**src/rtl/key_conditioner_pkg.sv**
```systemverilog
// Shared constants and types for the push-button conditioning block.
package key_conditioner_pkg;

  // Default timing at 50 MHz: 20 ms debounce, 500 ms hold, 200 ms repeat.
  localparam int KEY_DEBOUNCE_CYCLES = 1_000_000;
  localparam int KEY_HOLD_CYCLES     = 25_000_000;
  localparam int KEY_REPEAT_CYCLES   = 10_000_000;

  // Hold/auto-repeat sequencer states.
  typedef enum logic [1:0] {
    KEY_IDLE   = 2'd0,
    KEY_HELD   = 2'd1,
    KEY_REPEAT = 2'd2
  } key_state_t;

  function automatic int max_int(input int a, input int b);
    return (a > b) ? a : b;
  endfunction

endpackage

```
**src/rtl/key_channel.sv**
```systemverilog
// One key: two-flop synchronizer, debouncer and hold/auto-repeat sequencer.
//
// state      | meaning
// -----------+-----------------------------------------------------------
// KEY_IDLE   | key released (or not yet debounced as pressed)
// KEY_HELD   | pressed, counting toward the first repeat strobe
// KEY_REPEAT | still held, emitting a repeat strobe every REPEAT_CYCLES
module key_channel
  import key_conditioner_pkg::*;
#(
  parameter int DEBOUNCE_CYCLES = KEY_DEBOUNCE_CYCLES,
  parameter int HOLD_CYCLES     = KEY_HOLD_CYCLES,
  parameter int REPEAT_CYCLES   = KEY_REPEAT_CYCLES
) (
  input  logic clk,
  input  logic rst,
  input  logic key_n,
  output logic key_level,
  output logic key_press,
  output logic key_release,
  output logic key_repeat
);

  localparam int DW = $clog2(DEBOUNCE_CYCLES);
  localparam int HW = $clog2(max_int(HOLD_CYCLES, REPEAT_CYCLES));

  localparam logic [DW-1:0] D_TC = DW'(DEBOUNCE_CYCLES - 1);
  localparam logic [HW-1:0] H_TC = HW'(HOLD_CYCLES - 1);
  localparam logic [HW-1:0] R_TC = HW'(REPEAT_CYCLES - 1);

  logic          s1;
  logic          s2;
  logic [DW-1:0] dcnt;
  logic          toggle;
  logic          rise;
  logic          fall;

  key_state_t    state;
  key_state_t    state_nx;
  logic [HW-1:0] hcnt;
  logic [HW-1:0] hcnt_nx;
  logic          repeat_nx;

  // Level changes are accepted only after DEBOUNCE_CYCLES consecutive
  // disagreeing samples; rise/fall mark the edge at which it happens.
  always_comb begin
    toggle = (s2 != key_level) && (dcnt == D_TC);
    rise   = toggle && !key_level;
    fall   = toggle && key_level;
  end

  // Synchronizer, debounce counter, level and press/release strobes.
  always_ff @(posedge clk) begin
    if (rst) begin
      s1          <= 1'b0;
      s2          <= 1'b0;
      dcnt        <= '0;
      key_level   <= 1'b0;
      key_press   <= 1'b0;
      key_release <= 1'b0;
    end else begin
      s1          <= ~key_n;
      s2          <= s1;
      key_press   <= rise;
      key_release <= fall;
      if ((s2 == key_level) || toggle) begin
        dcnt <= '0;
      end else begin
        dcnt <= dcnt + DW'(1);
      end
      if (toggle) begin
        key_level <= ~key_level;
      end
    end
  end

  // Hold sequencer next state; the release edge overrides any expiring count
  // so a repeat never lands on the release cycle.
  always_comb begin
    state_nx  = state;
    hcnt_nx   = hcnt + HW'(1);
    repeat_nx = 1'b0;
    case (state)
      KEY_IDLE: begin
        hcnt_nx = '0;
        if (rise) begin
          state_nx = KEY_HELD;
        end
      end
      KEY_HELD: begin
        if (hcnt == H_TC) begin
          repeat_nx = 1'b1;
          hcnt_nx   = '0;
          state_nx  = KEY_REPEAT;
        end
      end
      KEY_REPEAT: begin
        if (hcnt == R_TC) begin
          repeat_nx = 1'b1;
          hcnt_nx   = '0;
        end
      end
      default: begin
        state_nx = KEY_IDLE;
        hcnt_nx  = '0;
      end
    endcase
    if (fall) begin
      state_nx  = KEY_IDLE;
      hcnt_nx   = '0;
      repeat_nx = 1'b0;
    end
  end

  // Hold sequencer state, counter and registered repeat strobe.
  always_ff @(posedge clk) begin
    if (rst) begin
      state      <= KEY_IDLE;
      hcnt       <= '0;
      key_repeat <= 1'b0;
    end else begin
      state      <= state_nx;
      hcnt       <= hcnt_nx;
      key_repeat <= repeat_nx;
    end
  end

endmodule

```
**src/rtl/key_conditioner.sv**
```systemverilog
// Conditions N_KEYS raw active-low push-buttons into debounced levels and
// single-cycle press/release/repeat strobes; keys are fully independent.
module key_conditioner
  import key_conditioner_pkg::*;
#(
  parameter int N_KEYS          = 4,
  parameter int DEBOUNCE_CYCLES = KEY_DEBOUNCE_CYCLES,
  parameter int HOLD_CYCLES     = KEY_HOLD_CYCLES,
  parameter int REPEAT_CYCLES   = KEY_REPEAT_CYCLES
) (
  input  logic              clk,
  input  logic              rst,
  input  logic [N_KEYS-1:0] key_n,
  output logic [N_KEYS-1:0] key_level,
  output logic [N_KEYS-1:0] key_press,
  output logic [N_KEYS-1:0] key_release,
  output logic [N_KEYS-1:0] key_repeat
);

  // One independent channel per key.
  for (genvar i = 0; i < N_KEYS; i++) begin : g_key
    key_channel #(
      .DEBOUNCE_CYCLES(DEBOUNCE_CYCLES),
      .HOLD_CYCLES    (HOLD_CYCLES),
      .REPEAT_CYCLES  (REPEAT_CYCLES)
    ) u_channel (
      .clk        (clk),
      .rst        (rst),
      .key_n      (key_n[i]),
      .key_level  (key_level[i]),
      .key_press  (key_press[i]),
      .key_release(key_release[i]),
      .key_repeat (key_repeat[i])
    );
  end

endmodule

```
**config.mk**
```make
export PLATFORM = sky130hd
export DESIGN_NAME = key_conditioner
export DESIGN_NICKNAME = d
export VERILOG_FILES = /design/src/rtl/key_conditioner_pkg.sv /design/src/rtl/key_channel.sv /design/src/rtl/key_conditioner.sv
export SDC_FILE = /design/constraint.sdc
export NUM_CORES = 1
export LEC_CHECK = 0
export BUFFER_PORTS_ARGS = -buffer_cell sky130_fd_sc_hd__clkbuf_2
export CORE_MARGIN = 5
export CORE_UTILIZATION = 60
export DETAILED_ROUTE_END_ITERATION = 10
export PLACE_DENSITY = 0.86
export SYNTH_ARGS = -nofsm -noshare
export SYNTH_HDL_FRONTEND = slang
export SYNTH_SLANG_ARGS = --single-unit
```
**constraint.sdc**
```tcl
create_clock -name clk -period 4.3 [get_ports clk]
set_clock_uncertainty 0.05 [all_clocks]
set_input_delay 0.215 -clock clk [delete_from_list [all_inputs] [get_ports clk]]
set_output_delay 0.215 -clock clk [all_outputs]
set_load 0.005 [all_outputs]
```
======== Word-level counts from Yosys, hierarchy flattened ========
Cells that the tools add are included.
word-level totals
  register bits ........................... 212
  logic and storage cells ................. 164
cells by class
  add/sub/neg operators ................... 8
  eq/ne operators ......................... 36
  muxes and demuxes ....................... 36
  bitwise logic cells ..................... 12
  reduce and logical (&&, ||, !) cells .... 36
operators with widths
  kind                     count
  $mux W25                 8
  $pmux W25 S2             4
  $add A25 B1 Y25 const B  4
  $eq A25 B24 Y1 const B   4
  $eq A25 B25 Y1 const B   4
  $add A20 B1 Y20 const B  4
  $eq A20 B20 Y1 const B   4
  $pmux W2 S3              4
  $mux W2                  8
  $ne A2 B1 Y1 const B     8
  $reduce_or A2 Y1         8
  $logic_and A1 B1 Y1      12
  $not A1 Y1               12
  $reduce_and A3 Y1        4
  $eq A2 B1 Y1 const B     4
  $eq A2 B2 Y1 const B     4
  $logic_not A2 Y1         4
  $mux W1                  8
  $pmux W1 S2              4
  $eq A1 B1 Y1             4
  $logic_not A1 Y1         4
  $logic_or A1 B1 Y1       4
  $ne A1 B1 Y1             4

======== Longest topological paths before layout ========
Gate-level depths: netlist of the first run.
  depth in word-level cells ............... 5
  depth in mapped cells ................... 7
  gate-level depth less buffers ........... 6

======== Modules after synthesis ========
A second synthesis of the first run with hierarchy kept.
unflattened totals
  cell total of the unflattened synthesis .. 1082
  area total of the unflattened synthesis .. 9718.1 um2
modules (own cells, without submodules)
  module                                times used  cells each  area each (um2)  sequential area each (um2)
  key_channel (g_key[0].u_channel ...)  3           271         2434.8           1061.0
  key_channel (g_key[3].u_channel)      1           269         2413.6           1061.0

======== Least setup slack after synthesis of the first run ========
OpenSTA, ideal clock, no wires.
  path kind ............................... register to register
  from .................................... register g_key[1].u_channel.hcnt[15]
  to ...................................... register g_key[1].u_channel.hcnt[17]
  library setup time ...................... 0.115 ns
  data arrival time ....................... 2.139 ns
  required time ........................... 4.135 ns
  path slack .............................. 1.996 ns
  cell stages (with the launch flop) ...... 7
  clock period less this slack ............ 2.304 ns
  cell sequence ........................... dfxtp_1 or4b_1 or4_4 o31a_1 o211ai_4 buf_6 nor2_1
on the way
  word-level cells in the longest chain between the ends .. 3
  elaborated cells on any way between the ends .. 6
RTL lines
  what                                     RTL line                              source
  start, declared                          key_channel.sv:40                     logic [HW-1:0] hcnt;
  start signal, assigned                   key_channel.sv:123                    hcnt <= hcnt_nx;
  $add A25 B1 Y25 (tied with other cells)  key_channel.sv:81                     hcnt_nx = hcnt + HW'(1);
  $mux W25, on equally long branches       key_channel.sv:98, key_channel.sv:91
  $pmux W25 S2 (*)                         key_channel.sv:83                     case (state)
Every way passes the cells marked *; elsewhere a longest branch is shown, timed or not.
A chain may end at the register's enable or synchronous reset.

======== Worst setup path after layout of the first run ========
  from .................................... register g_key[3].u_channel.hcnt[7]
  to ...................................... register g_key[3].u_channel.hcnt[2]
on the way
  word-level cells in the longest chain between the ends .. 3
  elaborated cells on any way between the ends .. 5
RTL lines
  what                                                     RTL line
  start, declared                                          key_channel.sv:40
  start signal, assigned                                   key_channel.sv:123
  $eq A25 B24 Y1 / $eq A25 B25 Y1 (equally long branches)  key_channel.sv:98, key_channel.sv:91
  $mux W25, on equally long branches                       key_channel.sv:98, key_channel.sv:91
  $pmux W25 S2 (*)                                         key_channel.sv:83
Marked as above.

==> flow_metrics.env, run 1 <==
export IMPL_setup_viol=0
export IMPL_startpoint_type="flop"
export IMPL_portBuffers=21
export IMPL_grt_max_degree=30
export IMPL_maxSlewHeadroom_pct=27.5
export IMPL_tns_ns=0
export IMPL_num_io_pins=22
export IMPL_cp_required_ns=4.59
export IMPL_cts_resized_gates=0
export IMPL_fin_hold_ws_ns=0.270
export IMPL_crit_path_cell_trace="or4b_2 -> nor4_1 -> a21boi_0 -> o211ai_2 -> nor2_1"
export IMPL_clk_latency_ns=0.51
export IMPL_post_cts_setup_buffers=0
export IMPL_fill_cells=1271
export IMPL_antenna_left=0
export IMPL_grt_use_total_pct=19.4
export IMPL_utilization_pct=67.2
export IMPL_yosys_area_top_type_share_pct=43.1
export IMPL_avgSynthCellArea_sq_um=8.64
export IMPL_grt_pass1_vias=7462
export IMPL_syn_nets=1164
export IMPL_synth_top_family_by_area="simple AND/OR/NAND/NOR gates"
export IMPL_p_per_area_nw_per_um2=367
export IMPL_via_count=7837
export IMPL_clkSinkCount=212
export IMPL_synthTopCellsByArea="dfxtp_1 (43%), nor2_1 (8.7%), xor2_1 (7.9%)"
export IMPL_crit_buf_inv=0
export IMPL_synth_cell_types=55
export IMPL_synthesis_instances=1138
export IMPL_wl_microns=18900
export IMPL_dieArea_sq_um=19100
export IMPL_cts_htree_levels=1
export IMPL_slew_viol_final=0
export IMPL_slowest_stage="o211ai_2"
export IMPL_drv_cap=0
export IMPL_post_place_cells=1329
export IMPL_cts_tree="done"
export IMPL_clk_pin_slew_worst_paths_ns=0.06
export IMPL_cts_buffer_depth=3
export IMPL_path_delay_family="simple AND/OR/NAND/NOR gates"
export IMPL_die_w_microns=138
export IMPL_synth_xor_area_share_pct=14.5
export IMPL_synth_edff_count=0
export IMPL_drive_gt1_share_pct=7.25
export IMPL_nNetsFinal=1168
export IMPL_worst_ep_arrival_time_ns=3.08
export IMPL_async_flop_share_pct=0
export IMPL_cp_max_fo=24
export IMPL_drtPass1Iterations=5
export IMPL_final_common_cell="nor2_1"
export IMPL_ys_flop_type="dfxtp_1"
export IMPL_drtIter0Drc=477
export IMPL_layout_worst_path_cycle_share_pct=65.0
export IMPL_synthAdderAreaFrac_pct=2.54
export IMPL_cp_slowest_stage_delay_ns=0.81
export IMPL_cts_buffers=23
export IMPL_antenna_found_initial=0
export IMPL_min_path_type="in -> reg"
export IMPL_syn_area_sq_um=9840
export IMPL_layout_common_cells="nor2_1 (229), dfxtp_1 (212), xor2_1 (89)"
export IMPL_setup_worst_path_class="reg -> reg"
export IMPL_worst_pin_slew_ns=1.08
export IMPL_grt_overflow_total=0
export IMPL_rsz0062_at_grt="no"
export IMPL_grt_pass1_wl_microns=33500
export IMPL_insertedDiodeCount=0
export IMPL_layout_min_cycle_time_ns=2.79
export IMPL_status="completed"
export IMPL_routedWlPerCell_microns=13.8
export IMPL_ys_warn_count=0
export IMPL_holdBufCountCts=4
export IMPL_dpl_hpwl_microns=12800
export IMPL_drc=0
export IMPL_synth_compound_area_share_pct=3.57
export IMPL_endpoint_kind="flop"
export IMPL_clockRootBuffer="clkbuf_16"
export IMPL_layoutNonFillerInstCount=1374
export IMPL_die_y_microns=138
export IMPL_syn2layout_area_growth_pct=9.29
export IMPL_place_congestion=0.892
export IMPL_yosys_mux_area_fraction_pct=0.305
export IMPL_initial_utilization_pct=61.5
export IMPL_final_seq_area_sq_um=4240
export IMPL_viasPerCell=5.70
export IMPL_ir_drop_mv=0.315
export IMPL_core_sq_um=16000
export IMPL_multi_input_comb_area_sq_um=5220
export IMPL_leakage_nw=3.35
export IMPL_ys_ff_latch=212
export IMPL_synth_simple_area_share_pct=32.2
export IMPL_rows=46
export IMPL_fin_total_pwr_mw=3.95
export IMPL_seq_area_frac_synth_pct=43.1
export IMPL_synth_top_cell_by_area="dfxtp_1"
export IMPL_max_freq_mhz=358
export IMPL_finalHoldViolCount=0
==> path summary, 6_finish.rpt <==
| check | start | end | slack (ns) | cells past startpoint |
|---|---|---|---|---|
| worst max register to register | g_key[3].u_channel.hcnt[7]$_SDFF_PP0_ | g_key[3].u_channel.hcnt[2]$_SDFF_PP0_ | 1.51 | 5 |
| worst max-delay path | g_key[3].u_channel.hcnt[7]$_SDFF_PP0_ | g_key[3].u_channel.hcnt[2]$_SDFF_PP0_ | 1.51 | 5 |
| worst min-delay path | rst | g_key[2].u_channel.s1$_SDFF_PP0_ | 0.27 | 2 |
| worst min register to register | g_key[1].u_channel.s1$_SDFF_PP0_ | g_key[1].u_channel.s2$_SDFF_PP0_ | 0.39 | 1 |
==> registers in the layout, indices dropped and copies added (netlist names) <==
register                     flops
g_key.u_channel.hcnt           100
g_key.u_channel.dcnt            80
g_key.u_channel.s1               4
g_key.u_channel.s2               4
g_key.u_channel.key_press        4
g_key.u_channel.key_level        4
g_key.u_channel.key_release      4
g_key.u_channel.state            8
g_key.u_channel.key_repeat       4
==> layout make-up <==
cell class | count | share of cell area (%)
timing repair buffer | 25 | 1.35
multi-input combinational | 853 | 48.6
tap | 216 | 2.51
sequential | 212 | 39.5
clock buffer | 29 | 6.03
clock inverter | 12 | 1.11
inverter | 27 | 0.943
==> power by group <==
| part | total (mW) | internal [mW] | switching (mW) |
|---|---|---|---|
| combinational | 0.0254 | 0.00809 | 0.0173 |
| sequential | 1.97 | 1.97 | 0.00300 |
| clock | 1.95 | 1.19 | 0.767 |
| total | 3.95 | 3.16 | 0.788 |
==> per-layer routing <==
layer  track usage (%)  routed length [microns]  vias up
met3              2.86                      724       34
met2              33.5                     9170      193
met5                 0                        0        -
met1              25.6                     8690     3675
met4              5.15                      353        0
li1                  -                        -     3935
==> cells in the mapped netlist, types with 7 or more instances <==
cell type,count
nor4_1,25
or4b_2,8
nand2_1,82
dfxtp_1,212
and3_1,32
nor2_1,229
or4_1,7
nand3_1,72
xor2_1,89
inv_1,27
nand4_1,51
xnor2_1,74
nor3_1,46
clkbuf_1,20
nor4b_1,8
buf_4,16
a21oi_1,14
and4_1,14
ha_1,20
==> logic make-up after synthesis <==
group,count (synthesis)
compound gates,44
xor+xnor,163
fa+ha+maj,20
buf+inv,73
flops,212
mux,3
simple gates,623
==> stage by stage <==
stage	setup WS [ns]	area [sq um]
floorplan	2.00	9840
global placement	1.66	9940
detailed placement	1.49	9940
CTS	1.48	10800
global route	1.18	10800
finish	1.51	10800
Power figures use the tool's default switching activity.
==> run 2, diff against run 1 <==
--- a/config.mk
+++ b/config.mk
@@ -5,6 +5,7 @@
 export SDC_FILE = /design/constraint.sdc
 export NUM_CORES = 1
 export LEC_CHECK = 0
+export ABC_AREA = 1
 export BUFFER_PORTS_ARGS = -buffer_cell sky130_fd_sc_hd__clkbuf_2
 export CORE_MARGIN = 5
 export CORE_UTILIZATION = 60
==> constraint.sdc (replaced) <==
create_clock -name clk -period 2.6 [get_ports clk]
set_clock_uncertainty 0.05 [all_clocks]
set_input_delay 0.13 -clock clk [delete_from_list [all_inputs] [get_ports clk]]
set_output_delay 0.13 -clock clk [all_outputs]
set_load 0.005 [all_outputs]
==> run 2 against run 1 <==
  * Critical path depth is 3 higher
  * Power grew 75%
  * Worst hold slack better by 0.018 ns
  * First-iteration DRC count up 37%
  * Global-route usage grew 1.9 points
  * Critical path type unchanged
  * Largest cell class unchanged
==> flow_metrics.env, run 2 <==
export IMPL_status="completed"
export IMPL_drive_gt1_share_pct=12.9
export IMPL_final_common_cell="nand2_1"
export IMPL_clockRootBuffer="clkbuf_16"
export IMPL_synthTopCellsByCount="nand2_1 (320), nor2_1 (277), dfxtp_1 (212)"
export IMPL_antenna_found_initial=0
export IMPL_cts_buffer_depth=3
export IMPL_slew_viol_final=0
export IMPL_ys_ff_latch=212
export IMPL_leakage_nw=4.14
export IMPL_yosys_area_top_type_share_pct=37.6
export IMPL_cp_required_ns=2.97
export IMPL_layout_worst_path_cycle_share_pct=81.3
export IMPL_worst_ep_arrival_time_ns=2.48
export IMPL_grt_pass1_wl_microns=40700
export IMPL_startpoint_type="flop"
export IMPL_synthTopCellsByArea="dfxtp_1 (38%), nand2_1 (11%), nor2_1 (9.2%)"
export IMPL_clk_latency_ns=0.50
export IMPL_ys_flop_type="dfxtp_1"
export IMPL_drtIter0Drc=653
export IMPL_grt_pass1_vias=9390
export IMPL_routedWlPerCell_microns=12.5
export IMPL_viasPerCell=5.30
export IMPL_layout_min_cycle_time_ns=2.11
export IMPL_antenna_left=0
export IMPL_grt_max_degree=24
export IMPL_post_cts_setup_buffers=0
export IMPL_cp_max_fo=23
export IMPL_endpoint_kind="flop"
export IMPL_post_dp_cell_area_sq_um=11400
export IMPL_largestRegisters="g_key.u_channel.hcnt: 100 flops, g_key.u_channel.dcnt: 80 flops, g_key.u_channel.state: 8 flops"
export IMPL_dieArea_sq_um=21700
export IMPL_holdBufCountCts=8
export IMPL_drc=0
export IMPL_num_io_pins=22
export IMPL_syn_area_sq_um=11300
export IMPL_synth_top_cell_by_area="dfxtp_1"
export IMPL_avgSynthCellArea_sq_um=7.07
export IMPL_layout_common_cells="nand2_1 (320), nor2_1 (277), dfxtp_1 (212)"
export IMPL_min_path_type="in -> reg"
export IMPL_ir_drop_mv=0.601
export IMPL_maxSlewHeadroom_pct=54.1
export IMPL_cts_htree_levels=1
export IMPL_die_y_microns=147
export IMPL_nNetsFinal=1645
export IMPL_fin_ws_ns=0.486
export IMPL_drv_cap=0
export IMPL_via_count=9906
export IMPL_wl_microns=23400
export IMPL_largest_register="g_key.u_channel.hcnt"
export IMPL_clk_pin_slew_worst_paths_ns=0.06
export IMPL_syn_nets=1623
export IMPL_drtPass1Iterations=5
export IMPL_die_w_microns=147
export IMPL_syn2layout_area_growth_pct=9.40
export IMPL_max_freq_mhz=473
export IMPL_async_flop_share_pct=0
export IMPL_tns_ns=0
export IMPL_synth_most_common_cell="nand2_1"
export IMPL_dpl_hpwl_microns=16800
export IMPL_p_per_area_nw_per_um2=561
export IMPL_setup_viol=0
export IMPL_largest_register_ff_count=100
export IMPL_synth_cell_types=49
export IMPL_cts_resized_gates=0
export IMPL_clkSinkCount=212
export IMPL_ys_warn_count=0
export IMPL_finalHoldViolCount=0
export IMPL_core_sq_um=18600
export IMPL_place_congestion=1.00
export IMPL_seq_area_frac_synth_pct=37.6
export IMPL_grt_use_total_pct=21.3
export IMPL_cts_tree="done"
export IMPL_worst_pin_slew_ns=0.687
export IMPL_setup_worst_path_class="reg -> reg"
export IMPL_initial_utilization_pct=60.6
export IMPL_pre_cts_slack_ns=0.483
export IMPL_grt_overflow_total=0
export IMPL_cts_buffers=23
export IMPL_portBuffers=21
export IMPL_synthesis_instances=1597
export IMPL_fin_area_sq_um=12300
export IMPL_rows=50
export IMPL_insertedDiodeCount=0
export IMPL_synth_edff_count=0
export IMPL_rsz0062_at_grt="no"
## run 2: changes by cell type after synthesis, moves of 32 or more
cell     delta
nand2_1   +238
inv_1     +164
nor2_2     +69
xnor2_1    -50
nor2_1     +48
xor2_1     -35
and3_1     -32
## run 2: cells by family (layout without fill, tap and decap cells)
| kind of cell | count (synthesis) | in the layout | synth area share, % |
|---|---|---|---|
| flip-flops | 212 | 212 | 37.6 |
| AND/OR/NAND/NOR | 944 | 944 | 39.4 |
| buffers and inverters | 234 | 272 | 9.10 |
| XOR/XNOR | 78 | 78 | 6.05 |
| AO/OA/AOI/OAI | 109 | 109 | 5.59 |
| adder cells (fa/ha/maj) | 20 | 20 | 2.22 |
## run 2: critical path, cell delays in order, from the launching register on
cell and delay, ns:
dfxtp_1 0.34, ha_1 0.24, nand2_1 0.13, nor2_2 0.07, nand3_2 0.11, nor2_2 0.04
nor2_2 0.21, nand3_2 0.57, nor2_2 0.25
## run 2: power breakdown
group	total (mW)	switching, mW	internal [mW]
clock network	3.61	1.31	2.30
logic	0.0616	0.0398	0.0218
registers	3.26	0.00447	3.26
total	6.93	1.36	5.57
## run 2: layout make-up
cell class	instances	area (sq um)
Clock buffer	27	621
Clock inverter	14	224
Fill cell	1564	6290
Inverter	200	751
Multi-Input combinational cell	1151	6020
Sequential cell	212	4240
Tap cell	234	293
Timing Repair Buffer	31	200
## run 2: layer usage
layer	GRT usage [%]	share of wire, %	up-vias
li1	-	-	5108
met1	27.1	45	4493
met2	37.8	48	251
met3	2.65	4.3	54
met4	6.66	2.8	0
met5	0	0	-
## run 2: stage by stage
stage               utilization, %  hold slack [ns]  power [mW]  cells
global route                  66.2            0.290        7.15   1869
finish                        66.2            0.289        6.93   1869
detailed placement            61.3            0.234        3.38   1820
floorplan                        -            0.147        3.37   1597
CTS                           66.2            0.260        6.99   1869
global placement              61.3            0.232        3.38   1820
## run 2: final timing paths
path	start	to	slack, ns	cells past startpoint
max	g_key[2].u_channel.dcnt[0]$_SDFF_PP0_	g_key[2].u_channel.hcnt[8]$_SDFF_PP0_	0.49	8
min	key_n[0]	g_key[0].u_channel.s1$_SDFF_PP0_	0.29	3
max reg2reg	g_key[2].u_channel.dcnt[0]$_SDFF_PP0_	g_key[2].u_channel.hcnt[8]$_SDFF_PP0_	0.49	8
min reg2reg	g_key[2].u_channel.s1$_SDFF_PP0_	g_key[2].u_channel.s2$_SDFF_PP0_	0.35	2
